$ cat config.mk
export PLATFORM = sky130hd
export DESIGN_NAME = disp_scan_sched
export DESIGN_NICKNAME = d
export VERILOG_FILES = /design/src/rtl/disp_scan_sched.sv
export SDC_FILE = /design/constraint.sdc
export NUM_CORES = 1
export LEC_CHECK = 0
export ABC_AREA = 1
export CORE_UTILIZATION = 40
export DETAILED_ROUTE_END_ITERATION = 8
export GPL_TIMING_DRIVEN = 0
export PLACE_DENSITY = 0.6
export RECOVER_POWER = 100
export SLEW_MARGIN = 20
export SYNTH_ARGS = -nofsm -noshare
export SYNTH_HDL_FRONTEND = slang
export SYNTH_SLANG_ARGS = --single-unit
$ cat constraint.sdc
create_clock -name clk -period 2.1 [get_ports clk]
set_input_delay 0.42 -clock clk [delete_from_list [all_inputs] [get_ports clk]]
set_output_delay 0.42 -clock clk [all_outputs]
set_load 0.02 [all_outputs]
$ cat src/rtl/disp_scan_sched.sv
// disp_scan_sched: scan scheduler for a 4-digit multiplexed seven-segment display.
// Drives one shared decoder code and active-low anodes from a double-buffered frame.
// New frames are promoted from the pending buffer only in IDLE or on a frame boundary.
// Optional feature macro: DISP_BLANK_EN adds an all-off gap of BLANK_CYCLES after each digit.
//
// state   | meaning
// --------+-----------------------------------------------------------
// S_IDLE  | scanning stopped, anodes off, idx=0, pending promoted freely
// S_LIGHT | digit idx lit for DIGIT_CYCLES cycles
// S_BLANK | all anodes off for BLANK_CYCLES cycles (DISP_BLANK_EN only)
module disp_scan_sched #(
  parameter int DIGIT_CYCLES = 50000,
  parameter int BLANK_CYCLES = 500
) (
  input  logic        clk,
  input  logic        rst_n,
  input  logic        enable,
  input  logic        wr_valid,
  output logic        wr_ready,
  input  logic [15:0] wr_data,
  output logic [3:0]  code,
  output logic [3:0]  anodes,
  output logic        frame_done
);

  localparam int MAXC = (DIGIT_CYCLES > BLANK_CYCLES) ? DIGIT_CYCLES : BLANK_CYCLES;
  localparam int CW   = $clog2(MAXC + 1);
  localparam logic [CW-1:0] DIG_LOAD = CW'(DIGIT_CYCLES - 1);
`ifdef DISP_BLANK_EN
  localparam logic [CW-1:0] BLK_LOAD = CW'(BLANK_CYCLES - 1);
`endif

  typedef enum logic [1:0] {
    S_IDLE  = 2'd0,
    S_LIGHT = 2'd1,
    S_BLANK = 2'd2
  } state_t;

  state_t        state;
  logic [1:0]    idx;
  logic [CW-1:0] cnt;
  logic [15:0]   active;
  logic [15:0]   pending;
  logic          pend_v;

  logic          accept;
  logic          tc;
  logic          last_digit;
  logic          boundary;
  logic          promote;
  logic [15:0]   act_nxt;
  logic [1:0]    idx_inc;
  logic [3:0]    adv_anodes;
  logic [3:0]    adv_code;

  assign wr_ready = ~pend_v;

  // Handshake, terminal count, boundary detection and next-digit values.
  always_comb begin
    accept     = wr_valid & ~pend_v;
    tc         = (cnt == '0);
    last_digit = (idx == 2'd3);
`ifdef DISP_BLANK_EN
    boundary   = enable & (state == S_BLANK) & tc & last_digit;
`else
    boundary   = enable & (state == S_LIGHT) & tc & last_digit;
`endif
    promote    = pend_v & ((state == S_IDLE) | boundary);
    // The digit shown right after a swap must come from the newly promoted frame.
    act_nxt    = promote ? pending : active;
    idx_inc    = idx + 2'd1;
    adv_anodes = ~(4'b0001 << idx_inc);
    adv_code   = act_nxt[{idx_inc, 2'b00} +: 4];
  end

  // Frame buffers, scan sequencer and registered display outputs.
  always_ff @(posedge clk or negedge rst_n) begin
    if (!rst_n) begin
      state      <= S_IDLE;
      idx        <= 2'd0;
      cnt        <= '0;
      active     <= 16'h0000;
      pending    <= 16'h0000;
      pend_v     <= 1'b0;
      anodes     <= 4'b1111;
      code       <= 4'h0;
      frame_done <= 1'b0;
    end else begin
      frame_done <= 1'b0;
      if (promote) begin
        active <= pending;
        pend_v <= 1'b0;
      end
      if (accept) begin
        pending <= wr_data;
        pend_v  <= 1'b1;
      end
      if (!enable) begin
        state  <= S_IDLE;
        idx    <= 2'd0;
        anodes <= 4'b1111;
      end else begin
        case (state)
          S_IDLE: begin
            state  <= S_LIGHT;
            idx    <= 2'd0;
            cnt    <= DIG_LOAD;
            anodes <= 4'b1110;
            code   <= act_nxt[3:0];
          end
          S_LIGHT: begin
            if (tc) begin
`ifdef DISP_BLANK_EN
              state  <= S_BLANK;
              cnt    <= BLK_LOAD;
              anodes <= 4'b1111;
`else
              idx        <= idx_inc;
              cnt        <= DIG_LOAD;
              anodes     <= adv_anodes;
              code       <= adv_code;
              frame_done <= last_digit;
`endif
            end else begin
              cnt <= cnt - 1'b1;
            end
          end
`ifdef DISP_BLANK_EN
          S_BLANK: begin
            if (tc) begin
              state      <= S_LIGHT;
              idx        <= idx_inc;
              cnt        <= DIG_LOAD;
              anodes     <= adv_anodes;
              code       <= adv_code;
              frame_done <= last_digit;
            end else begin
              cnt <= cnt - 1'b1;
            end
          end
`endif
          default: begin
            state  <= S_IDLE;
            idx    <= 2'd0;
            anodes <= 4'b1111;
          end
        endcase
      end
    end
  end

endmodule

==> impl_summary.md <==
Outcome
The run finished with clean final reports.

CTS
The root buffer cell is sky130_fd_sc_hd__clkbuf_8. After clock tree synthesis, the clock-pin slew on the worst setup and hold paths is 70 ps. The TritonCTS clock tree is built. The total number of clock tree sinks is 61.

The worst-skew pair later-pin latency is 340 ps. Counting the buffers created by CTS gives 9. The longest clock path from root to sink contains 2 buffers. The H-tree was split into 3 levels.

Layout
The fill cell total of the finished layout is 662. Leaving out fill and tap cells, the most frequent cells in the layout are 63 x sky130_fd_sc_hd__nand2_1, 57 x sky130_fd_sc_hd__dfrtp_1, 50 x sky130_fd_sc_hd__nand3_1, 28 x sky130_fd_sc_hd__clkdlybuf4s50_1, 24 x sky130_fd_sc_hd__nor2_1. The commonest non-fill, non-tap cell in the layout is sky130_fd_sc_hd__nand2_1.

For this run, the share of the core covered by cells in the final layout is 53.1%. The post-layout net count is 391. The signed area change from the synthesized netlist to the final layout is 26.8%. The number of diodes added for antenna fixing is 0. Summing all multi-input logic gate instances after layout gives 1240 µm². Cells with a size suffix above 1 make up 20.8% of the layout. Summing all non-filler instances in the final layout gives an area of 3670 µm². The area taken by flip-flops and latches is 1530 µm².

Timing
The share of the cycle needed by the critical path after routing is 95.8%. Setup slack on the critical path of the routed design comes to 89.1 ps. Setup violations remaining at the end of the flow were counted as 0. Hold timing on the final database bottoms out at a slack of 464 ps. At the pin with the least slew margin, the transition time is 1060 ps.

For the final database, setup skew stands at 9.02 ps. The worst max-slew margin expressed relative to the limit is 29.2%. Derived from the worst setup path, the maximum achievable clock frequency is 497 MHz. Counting I/O delays and the setup requirement, the final critical path takes 2010 ps. The final count of pins violating max slew came to 0.

The final hold violation count is 0.

Worst hold path
The worst hold endpoint is active[15]$_DFF_PN0_. The cell count of the worst hold path is 2. The kind of path behind the tightest hold check is reg2reg. The source of the worst hold timing path is active[15]$_DFF_PN0_.

Place
After detailed placement, the total cell area comes to 3320 µm². The estimated wirelength of the detail-placed design is 4180 µm. In this run the tool buffered the top-level ports with 29 buffer cells.

The global placer's final weighted congestion is 0.815. Timing analysis after detailed placement gives a worst setup slack of -304 ps.

Route
For this run, design rule violations remaining after detail routing come to 0. The per-cell routed wire length is 12.7 µm. The average via count per standard cell is 4.85. The number of detailed-routing iterations run before antenna repair is 5. In this run the remaining antenna-violating nets after routing total 0. For this block, the via count after detailed routing is 2,258. For this block, the routed nets add up to 5920 µm of wire. The number of DRC violations after detailed-routing iteration 0 is 126.

Logic synthesis
The number of different library cells in the post-synthesis netlist is 31. The number of warnings printed during yosys synthesis is 0. After technology mapping, the gate count stands at 315. The average instance area after synthesis is 9.19 µm².

The total standard cell area after synthesis is 2900 µm². The synthesized net count is 341. Yosys attributes the largest share of cell area to sky130_fd_sc_hd__dfrtp_1 49%, sky130_fd_sc_hd__nand3_1 8.6%, sky130_fd_sc_hd__nand2_1 8.3%. The synthesized design devotes to its leading area cell type 49.3% of total area.

The number of storage elements in the synthesis netlist is 61. The share of the yosys chip area belonging to registers is 52.9%. Summed over all instances, the cell type with the most area after synthesis is sky130_fd_sc_hd__dfrtp_1.

Worst setup path
The register-to-register path setup slack is 190 ps. The data arrival time of the critical path is 1590 ps. The data required time of the worst path is 1680 ps. The number of cells on the worst reg-to-reg path is 13. The kind of start point of the critical path is a flop. The critical path class is reg2out. The endpoint of the most critical register-to-register path is code[2]$_DFFE_PN0P_. In this run the critical register-to-register path is launched from cnt[4]$_DFFE_PN0P_. STA classifies the critical path endpoint as an output port. The maximum net fanout on the critical path is 9.

GRT
The global-route total usage across every layer is 17.8%. The number of antenna violations at the first check in global routing is 0. The maximum number of pins on one net before global-route repair is 43. The first global-routing pass estimated 10,100 µm of wire.

The remaining global-route overflow is 0. The via count of the first global-routing pass was 2,116.

Die
30 I/O pins were placed. The die is 87.1 µm wide. The initial utilization of the core area, before any placement, comes to 41.9%. After floorplanning, the core was divided into 30 placement rows. The die height is 87.1 µm.

The core footprint is 6910 µm². The die area is 7580 µm².

Power and ir drop
The power density of the placed cells is 888 nW/µm². The sum of internal, switching and leakage power is 3.26 mW. The static leakage is 1.69 nW.

IR analysis of the VDD net gives a maximum drop of 549 µV.

Run
The max-cap check violation count is 0.
worst max-delay path, cell delays in order, from the launching register on:
cell,delay (ps)
sky130_fd_sc_hd__dfrtp_1,360
sky130_fd_sc_hd__buf_2,170
sky130_fd_sc_hd__inv_1,110
sky130_fd_sc_hd__clkdlybuf4s50_1,610
cells by family after synthesis:
| kind of cell | synth area share (%) |
|---|---|
| buf+inv | 5.70 |
| fa+ha+maj | 2.59 |
| compound gates | 4.88 |
| xor+xnor | 1.51 |
| simple gates | 26.2 |
| mux | 6.22 |
| flops | 52.9 |
report_power, final:
| part | total [mW] | switching, mW | leakage, nW | internal [mW] |
|---|---|---|---|---|
| logic | 0.579 | 0.307 | 0.846 | 0.272 |
| registers | 1.49 | 0.0978 | 0.724 | 1.39 |
| clock network | 1.19 | 0.464 | 0.116 | 0.730 |
timing repair:
action | in CTS | in global routing
setup buffers | 0 | 9
endpoints found under the setup margin | 0 | 8
hold endpoints to repair | 15 | 0
hold buffers | 1 | 0
resized for setup | 0 | 14
area by class of cell:
| class | count | share of cell area, % |
|---|---|---|
| Buffer | 11 | 2.01 |
| Clock buffer | 12 | 4.23 |
| Inverter | 25 | 2.66 |
| Sequential cell | 61 | 41.7 |
| Clock inverter | 4 | 1.91 |
| Multi-Input combinational cell | 217 | 33.7 |
| Tap cell | 96 | 3.27 |
| Timing Repair Buffer | 40 | 10.5 |
Yosys cell counts (all sizes together):
library cell and number:
nand2 70, dfrtp 57, nand3 51, nor2 32
inv 25, mux2 16, o21ai 13, buf 9
ha 6, nor3 6, o211ai 5, dfstp 4
or2 4, a21oi 3, clkbuf 3, xor2 3
nand4 2, xnor2 2, a22oi 1, nand3b 1
o311ai 1, o31ai 1
state kept, by name, summed over array words and instances, names as in the netlist:
register,flops
frame_done,1
cnt,16
idx,2
pending,16
anodes,4
pend_v,1
code,4
active,16
state,1
worst max path at each step:
stage                       start                      to  slack (ps)  cells after the start
6_report       pend_v$_DFFE_PN0P_                wr_ready          90                      3
5_1_grt        cnt[4]$_DFFE_PN0P_     code[0]$_DFFE_PN0P_         -20                     13
4_1_cts                    enable     cnt[14]$_DFFE_PN0P_          50                      9
3_5_place_dp               enable     cnt[14]$_DFFE_PN0P_        -300                      9
3_3_place_gp                rst_n  pending[2]$_DFFE_PN0P_       -1440                      1
2_1_floorplan  cnt[0]$_DFFE_PN0P_     cnt[14]$_DFFE_PN0P_         370                     11
stage by stage:
step,std cells,TNS (ps)
after floorplan,315,0
after global placement,440,-86030
after global routing,466,-30.2
final,466,0
after CTS,458,0
after detailed placement,441,-1350
per-layer routing:
layer / track usage [%] / routed length [µm] / vias to the layer above
met1: 25.0 / 2960 / 1073
met4: 8.64 / 122 / 0
li1: - / - / 1136
met3: 3.70 / 187 / 12
met2: 26.1 / 2640 / 37
met5: 0 / 0 / -
Power figures use the tool's default switching activity.
